$ cat src/rtl/boot_seq_pkg.sv
// Shared types and default constants for the boot sequencer and its arbiter.
package boot_seq_pkg;

    typedef enum logic [1:0] {
        ST_LOAD = 2'd0,
        ST_ARM  = 2'd1,
        ST_FEN  = 2'd2,
        ST_RUN  = 2'd3
    } boot_state_e;

    localparam logic [31:0] BOOT_BASE_DEF  = 32'h0000_0080;
    localparam int          MAX_WORDS_DEF  = 32;
    localparam logic [31:0] END_MARKER_DEF = 32'h0000_0fff;

    localparam logic OWNER_SPI  = 1'b0;
    localparam logic OWNER_CORE = 1'b1;

endpackage

$ cat src/rtl/boot_seq_arb.sv
// Fixed-priority SRAM arbiter (core over SPI) with a one-bit owner register
// that routes read data and rvalid back to the requester one cycle after grant.
module boot_seq_arb
    import boot_seq_pkg::*;
#(
    parameter int ADDR_W = 32,
    parameter int DATA_W = 32
) (
    input  logic              clk,
    input  logic              rst,
    input  logic              core_en,
    input  logic              spi_en,
    input  logic              spi_wr_ok,
    input  logic              spi_req,
    input  logic              spi_we,
    input  logic [ADDR_W-1:0] spi_addr,
    input  logic [DATA_W-1:0] spi_wdata,
    output logic              spi_gnt,
    output logic              spi_rvalid,
    output logic [DATA_W-1:0] spi_rdata,
    input  logic              core_req,
    input  logic [ADDR_W-1:0] core_addr,
    output logic              core_gnt,
    output logic              core_rvalid,
    output logic [DATA_W-1:0] core_rdata,
    output logic              mem_req,
    output logic              mem_we,
    output logic [ADDR_W-1:0] mem_addr,
    output logic [DATA_W-1:0] mem_wdata,
    input  logic [DATA_W-1:0] mem_rdata,
    output logic              rd_pending
);

    logic owner;
    logic read_gnt;

    // SPI writes never touch the SRAM while the core owns it, so they are
    // granted alongside a core access and simply not forwarded.
    always_comb begin
        core_gnt  = core_en & core_req;
        spi_gnt   = spi_en & spi_req & (spi_we | ~core_gnt);
        mem_req   = 1'b0;
        mem_we    = 1'b0;
        mem_addr  = '0;
        mem_wdata = '0;
        if (core_gnt) begin
            mem_req  = 1'b1;
            mem_addr = core_addr;
        end else if (spi_gnt && (!spi_we || spi_wr_ok)) begin
            mem_req   = 1'b1;
            mem_we    = spi_we;
            mem_addr  = spi_addr;
            mem_wdata = spi_we ? spi_wdata : '0;
        end
    end

    assign read_gnt = mem_req & ~mem_we;

    always_ff @(posedge clk or posedge rst) begin
        if (rst) begin
            rd_pending <= 1'b0;
            owner      <= OWNER_SPI;
        end else begin
            rd_pending <= read_gnt;
            if (read_gnt) begin
                owner <= core_gnt ? OWNER_CORE : OWNER_SPI;
            end
        end
    end

    assign spi_rvalid  = rd_pending & (owner == OWNER_SPI);
    assign core_rvalid = rd_pending & (owner == OWNER_CORE);
    assign spi_rdata   = spi_rvalid ? mem_rdata : '0;
    assign core_rdata  = core_rvalid ? mem_rdata : '0;

endmodule

$ cat src/rtl/boot_seq.sv
// Boot sequencer: SPI image load into the boot window, then a two-cycle core release.
// Optional end-of-image marker detection is enabled by defining BOOT_SEQ_END_MARKER_EN.
module boot_seq
    import boot_seq_pkg::*;
#(
    parameter int                ADDR_W     = 32,
    parameter int                DATA_W     = 32,
    parameter logic [ADDR_W-1:0] BOOT_BASE  = ADDR_W'(BOOT_BASE_DEF),
    parameter int                MAX_WORDS  = MAX_WORDS_DEF,
    parameter logic [DATA_W-1:0] END_MARKER = DATA_W'(END_MARKER_DEF)
) (
    input  logic              clk_i,
    input  logic              rst_i,
    input  logic              host_go_i,
    input  logic              boot_restart_i,
    input  logic              spi_req_i,
    input  logic              spi_we_i,
    input  logic [ADDR_W-1:0] spi_addr_i,
    input  logic [DATA_W-1:0] spi_wdata_i,
    output logic              spi_gnt_o,
    output logic              spi_rvalid_o,
    output logic [DATA_W-1:0] spi_rdata_o,
    input  logic              core_req_i,
    input  logic [ADDR_W-1:0] core_addr_i,
    output logic              core_gnt_o,
    output logic              core_rvalid_o,
    output logic [DATA_W-1:0] core_rdata_o,
    output logic              mem_req_o,
    output logic              mem_we_o,
    output logic [ADDR_W-1:0] mem_addr_o,
    output logic [DATA_W-1:0] mem_wdata_o,
    input  logic [DATA_W-1:0] mem_rdata_i,
    output logic              fetch_enable_o,
    output logic              en_ifetch_o,
    output logic              boot_done_o,
    output logic [5:0]        word_cnt_o,
    output logic              err_o
);

`ifdef BOOT_SEQ_END_MARKER_EN
    localparam bit MARKER_EN = 1'b1;
`else
    localparam bit MARKER_EN = 1'b0;
`endif

    localparam logic [ADDR_W:0] WIN_LO   = {1'b0, BOOT_BASE};
    localparam logic [ADDR_W:0] WIN_HI   = WIN_LO + (ADDR_W+1)'(4 * MAX_WORDS);
    localparam logic [5:0]      CNT_FULL = 6'(MAX_WORDS);

    boot_state_e state;
    logic        in_window;
    logic        rd_pending;
    logic        wr_accept;
    logic        wr_illegal;
    logic        marker_hit;
    logic        load_done;

    assign in_window = ({1'b0, spi_addr_i} >= WIN_LO) && ({1'b0, spi_addr_i} < WIN_HI);

    boot_seq_arb #(
        .ADDR_W (ADDR_W),
        .DATA_W (DATA_W)
    ) u_arb (
        .clk         (clk_i),
        .rst         (rst_i),
        .core_en     (state == ST_RUN),
        .spi_en      ((state == ST_LOAD) || (state == ST_RUN)),
        .spi_wr_ok   ((state == ST_LOAD) && in_window),
        .spi_req     (spi_req_i),
        .spi_we      (spi_we_i),
        .spi_addr    (spi_addr_i),
        .spi_wdata   (spi_wdata_i),
        .spi_gnt     (spi_gnt_o),
        .spi_rvalid  (spi_rvalid_o),
        .spi_rdata   (spi_rdata_o),
        .core_req    (core_req_i),
        .core_addr   (core_addr_i),
        .core_gnt    (core_gnt_o),
        .core_rvalid (core_rvalid_o),
        .core_rdata  (core_rdata_o),
        .mem_req     (mem_req_o),
        .mem_we      (mem_we_o),
        .mem_addr    (mem_addr_o),
        .mem_wdata   (mem_wdata_o),
        .mem_rdata   (mem_rdata_i),
        .rd_pending  (rd_pending)
    );

    // Any granted SPI write that is not a boot-window write during LOAD is dropped.
    assign wr_accept  = (state == ST_LOAD) && spi_gnt_o && spi_we_i && in_window;
    assign wr_illegal = spi_gnt_o && spi_we_i && !wr_accept;
    assign marker_hit = MARKER_EN && wr_accept && (spi_wdata_i == END_MARKER);
    assign load_done  = marker_hit || (wr_accept && ((word_cnt_o + 6'd1) == CNT_FULL)) || host_go_i;

    always_ff @(posedge clk_i or posedge rst_i) begin
        if (rst_i) begin
            state          <= ST_LOAD;
            fetch_enable_o <= 1'b0;
            en_ifetch_o    <= 1'b0;
            boot_done_o    <= 1'b0;
            word_cnt_o     <= '0;
            err_o          <= 1'b0;
        end else begin
            if (wr_illegal) begin
                err_o <= 1'b1;
            end
            case (state)
                ST_LOAD: begin
                    if (wr_accept) begin
                        word_cnt_o <= word_cnt_o + 6'd1;
                    end
                    if (load_done) begin
                        state <= ST_ARM;
                    end
                end
                ST_ARM: begin
                    if (!rd_pending) begin
                        state          <= ST_FEN;
                        fetch_enable_o <= 1'b1;
                    end
                end
                ST_FEN: begin
                    state       <= ST_RUN;
                    en_ifetch_o <= 1'b1;
                    boot_done_o <= 1'b1;
                end
                ST_RUN: begin
                    if (boot_restart_i) begin
                        state          <= ST_LOAD;
                        fetch_enable_o <= 1'b0;
                        en_ifetch_o    <= 1'b0;
                        boot_done_o    <= 1'b0;
                        word_cnt_o     <= '0;
                    end
                end
                default: state <= ST_LOAD;
            endcase
        end
    end

endmodule

$ cat config.mk
export PLATFORM = sky130hd
export DESIGN_NAME = boot_seq
export DESIGN_NICKNAME = d
export VERILOG_FILES = /design/src/rtl/boot_seq_pkg.sv /design/src/rtl/boot_seq_arb.sv /design/src/rtl/boot_seq.sv
export SDC_FILE = /design/constraint.sdc
export NUM_CORES = 1
export LEC_CHECK = 0
export CAP_MARGIN = 15
export CORE_AREA = 2 2 107 109
export CTS_CLUSTER_SIZE = 28
export DETAILED_ROUTE_END_ITERATION = 8
export DIE_AREA = 0 0 109 111
export SLEW_MARGIN = 20
export SYNTH_ARGS = -nofsm -noshare
export SYNTH_HDL_FRONTEND = slang
export SYNTH_SLANG_ARGS = --single-unit
$ cat constraint.sdc
create_clock -name clk_i -period 3.4 [get_ports clk_i]
set_input_delay 0.51 -clock clk_i [delete_from_list [all_inputs] [get_ports clk_i]]
set_output_delay 0.51 -clock clk_i [all_outputs]
set_load 0.005 [all_outputs]
==> impl_metrics.py <==
metrics = {
    "run_status": {
        "status": "complete, no violations",
    },
    "die": {
        "ioPinCount": 279,
        "core-area_um2": 11100,
        "die_h_um": 111,
        "die_x_um": 109,
        "dieArea_um2": 12100,
        "rows": 39,
        "initial_utilization_pct": 17.2,
    },
    "placed_design": {
        "dp_cells": 680,
        "gp_congestion": 0.867,
        "place_ws_ns": -0.224,
        "dp_hpwl_mm": 9.28,
        "port_buffers": 278,
        "dpl_cell_area_um2": 4990,
    },
    "power": {
        "powerDensity_nw_per_um2": 395,
        "p_int_mw": 1.27,
        "combPwrFrac_pct": 75.8,
        "leakage_nw": 2.94,
        "total_power_mw": 2.06,
        "swShare_pct": 38.4,
        "power_frac_seq_pct": 13.0,
        "p_clk_share_pct": 11.2,
        "peakVddDrop_mv": 0.218,
        "switchingPower_uw": 791,
    },
    "routing": {
        "antenna_left": 0,
        "vias": 3153,
        "routed_wl_mm": 11.8,
        "dr.pass1.iters": 4,
        "via_per_inst": 4.54,
        "remaining_drc_errors": 0,
        "avgRoutedWirePerCell_um": 16.9,
        "drt_iter0_drc": 79,
    },
    "global_route": {
        "grt_max_degree": 36,
        "grt_usage_pct": 18.3,
        "antenna_found_initial": 0,
        "gr-total-overflow": 0,
        "grt_pass1_vias": 3221,
        "grt_pass1_wl_mm": 17.6,
    },
    "yosys": {
        "yosys_warnings": 0,
        "syn_inst": 258,
        "postSynthAreaPerCell_um2": 7.41,
        "syn-num-nets": 399,
        "ys_ff_latch": 13,
        "netlist_area_um2": 1910,
        "synth_area_leaders": "and3_1, dfrtp_1, a22o_1",
        "yosys.area.top_type": "and3_1",
        "ys_seq_area_share_pct": 17.0,
        "ys_types": 40,
        "synth_top_area_share_pct": 21.9,
        "synthFlopType": "dfrtp_1",
        "asyncSetResetFlopFracSynth_pct": 100,
        "synth_edf_count": 0,
    },
    "worst_setup_path": {
        "r2r-end": "word_cnt_o[4]",
        "slowest_stage": "or3_4",
        "worstReg2RegStart": "state[0]",
        "r2r_slack_ns": 0.62,
        "crit_type": "input port to output port",
        "endpoint": "mem_addr_o[20]",
        "startpoint_type": "input port",
        "startpoint": "spi_addr_i[24]",
        "critical-path-top-delay-family": "buffers and inverters",
        "reg2reg_depth": 10,
        "required_ns": 2.89,
        "path_cells": "clkdlybuf4s50_1 -> nor4_1 -> nand4_1 -> or3_4 -> a211oi_4 -> buf_4 -> buf_12 -> a22o_1 -> dlygate4sd2_1",
        "max_stage_delay_ns": 0.44,
        "worst_ep_arrival_time_ns": 2.79,
        "critical_path_depth": 9,
        "crit_buf_inv": 4,
        "critPathMaxFanout": 15,
        "end_kind": "output port",
    },
    "clocking": {
        "numCtsBuffers": 3,
        "h-tree-depth": 1,
        "cts_tree": "yes",
        "cts.clk_slew.worst_paths_ns": 0.05,
        "clockBufferDepth": 2,
        "clock-root-buffer": "clkbuf_16",
        "clock_latency_ns": 0.25,
        "cts.sinks": 13,
        "hold_buffers": 0,
    },
    "cells_and_area": {
        "final_common_cell": "clkdlybuf4s50_1",
        "area_growth_pct": 173,
        "drive_above_1_share_pct": 10.1,
        "postLayoutCellArea_um2": 5220,
        "nets": 694,
        "final_cell_mix": "clkdlybuf4s50_1, and3_1, dlygate4sd2_1",
        "final_core_util_pct": 47.1,
        "n_antenna_cell": 0,
        "instances_no_fill": 695,
    },
    "timing": {
        "slew_headroom_pct": 64.4,
        "whs_ns": 0.495,
        "rsz0062_at_grt": "no",
        "finalMaxSlewViolations": 0,
        "tightest_slew_ns": 0.534,
        "skew_ns": 0.00472,
        "fin_tns_setup_ns": 0,
        "fin_crit_ns": 3.30,
        "hold_violations": 0,
        "fmax_mhz": 303,
        "setup_ws_ns": 0.0989,
        "setup-violations-final": 0,
        "fin_crit_sh_pct": 97.1,
    },
    "flow_run": {
        "drv_cap": 0,
    },
    "min_path": {
        "hold_class": "register to register",
    },
}
## routing by layer
metal	track usage, %	part of all wire (%)
met1	19.9	37
met2	34.7	53
met3	5.17	9.2
met4	3.33	1.4
met5	0	0
## what timing repair did
action | CTS | global route
setup buffers | 8 | 0
hold endpoints to repair | 0 | 0
cloned | 3 | 0
pin swaps | 3 | 1
setup endpoints to repair | 64 | 27
resized for setup | 58 | 33
## power by group through the flow
stage               Sequential (mW)  Clock, mW  Combinational (mW)
detailed placement            0.271          0                1.59
global route                  0.280      0.239                1.71
CTS                           0.268      0.228                1.58
global placement              0.267          0                1.60
finish                        0.269      0.231                1.56
floorplan                     0.265          0               0.656
## sequential cells by signal, indices dropped and copies added, names as in the netlist
register,flops
err_o,1
fetch_enable_o,1
boot_done_o,1
u_arb.rd_pending,1
word_cnt_o,6
state,2
u_arb.owner,1
## final cells by class
type / instances / area [um^2]
well taps: 143 / 179
clock buffers: 3 / 75.1
multi-input cells: 210 / 1490
fillers: 1136 / 5860
clock inverters: 1 / 5.00
flip-flops and latches: 13 / 325
repair buffers: 317 / 3120
inverters: 8 / 30.0
## cell families (layout without fill, tap and decap cells)
logic type	after synthesis	count (layout)	share of synthesized area [%]
XOR/XNOR	2	2	0.917
AO/OA/AOI/OAI	63	63	25.6
adder cells (fa/ha/maj)	6	6	3.93
flip-flops	13	13	17.0
buffers and inverters	35	329	7.73
multiplexers	1	1	0.524
AND/OR/NAND/NOR	138	138	44.3
## cell usage after synthesis, types with 3 or more instances
cell / number
nor4_1: 4
nor3_1: 3
nor2_1: 6
inv_1: 7
ha_1: 6
clkbuf_1: 21
dfrtp_1: 13
o211ai_1: 4
nand2_1: 8
buf_2: 4
o21ai_0: 4
and2_1: 33
a22o_1: 31
nand3_1: 3
and3_1: 67
a211o_1: 3
a21oi_1: 11
## worst register-to-register path, cell delays in order, from the launching register on
cell,delay (ns)
dfrtp_1,0.42
inv_1,0.10
ha_1,0.16
nor4b_2,0.20
nand4_1,0.17
buf_4,0.20
buf_4,0.13
or4_4,0.53
buf_4,0.18
or4_1,0.49
o211ai_1,0.11
## worst min-delay path by stage
stage | startpoint | to | cells after the start
finish | err_o | err_o | 1
global route | err_o | err_o | 1
CTS | err_o | err_o | 1
detailed placement | err_o | err_o | 1
global placement | err_o | err_o | 1
floorplan | rst_i | boot_done_o | 1
Power figures use the tool's default switching activity.
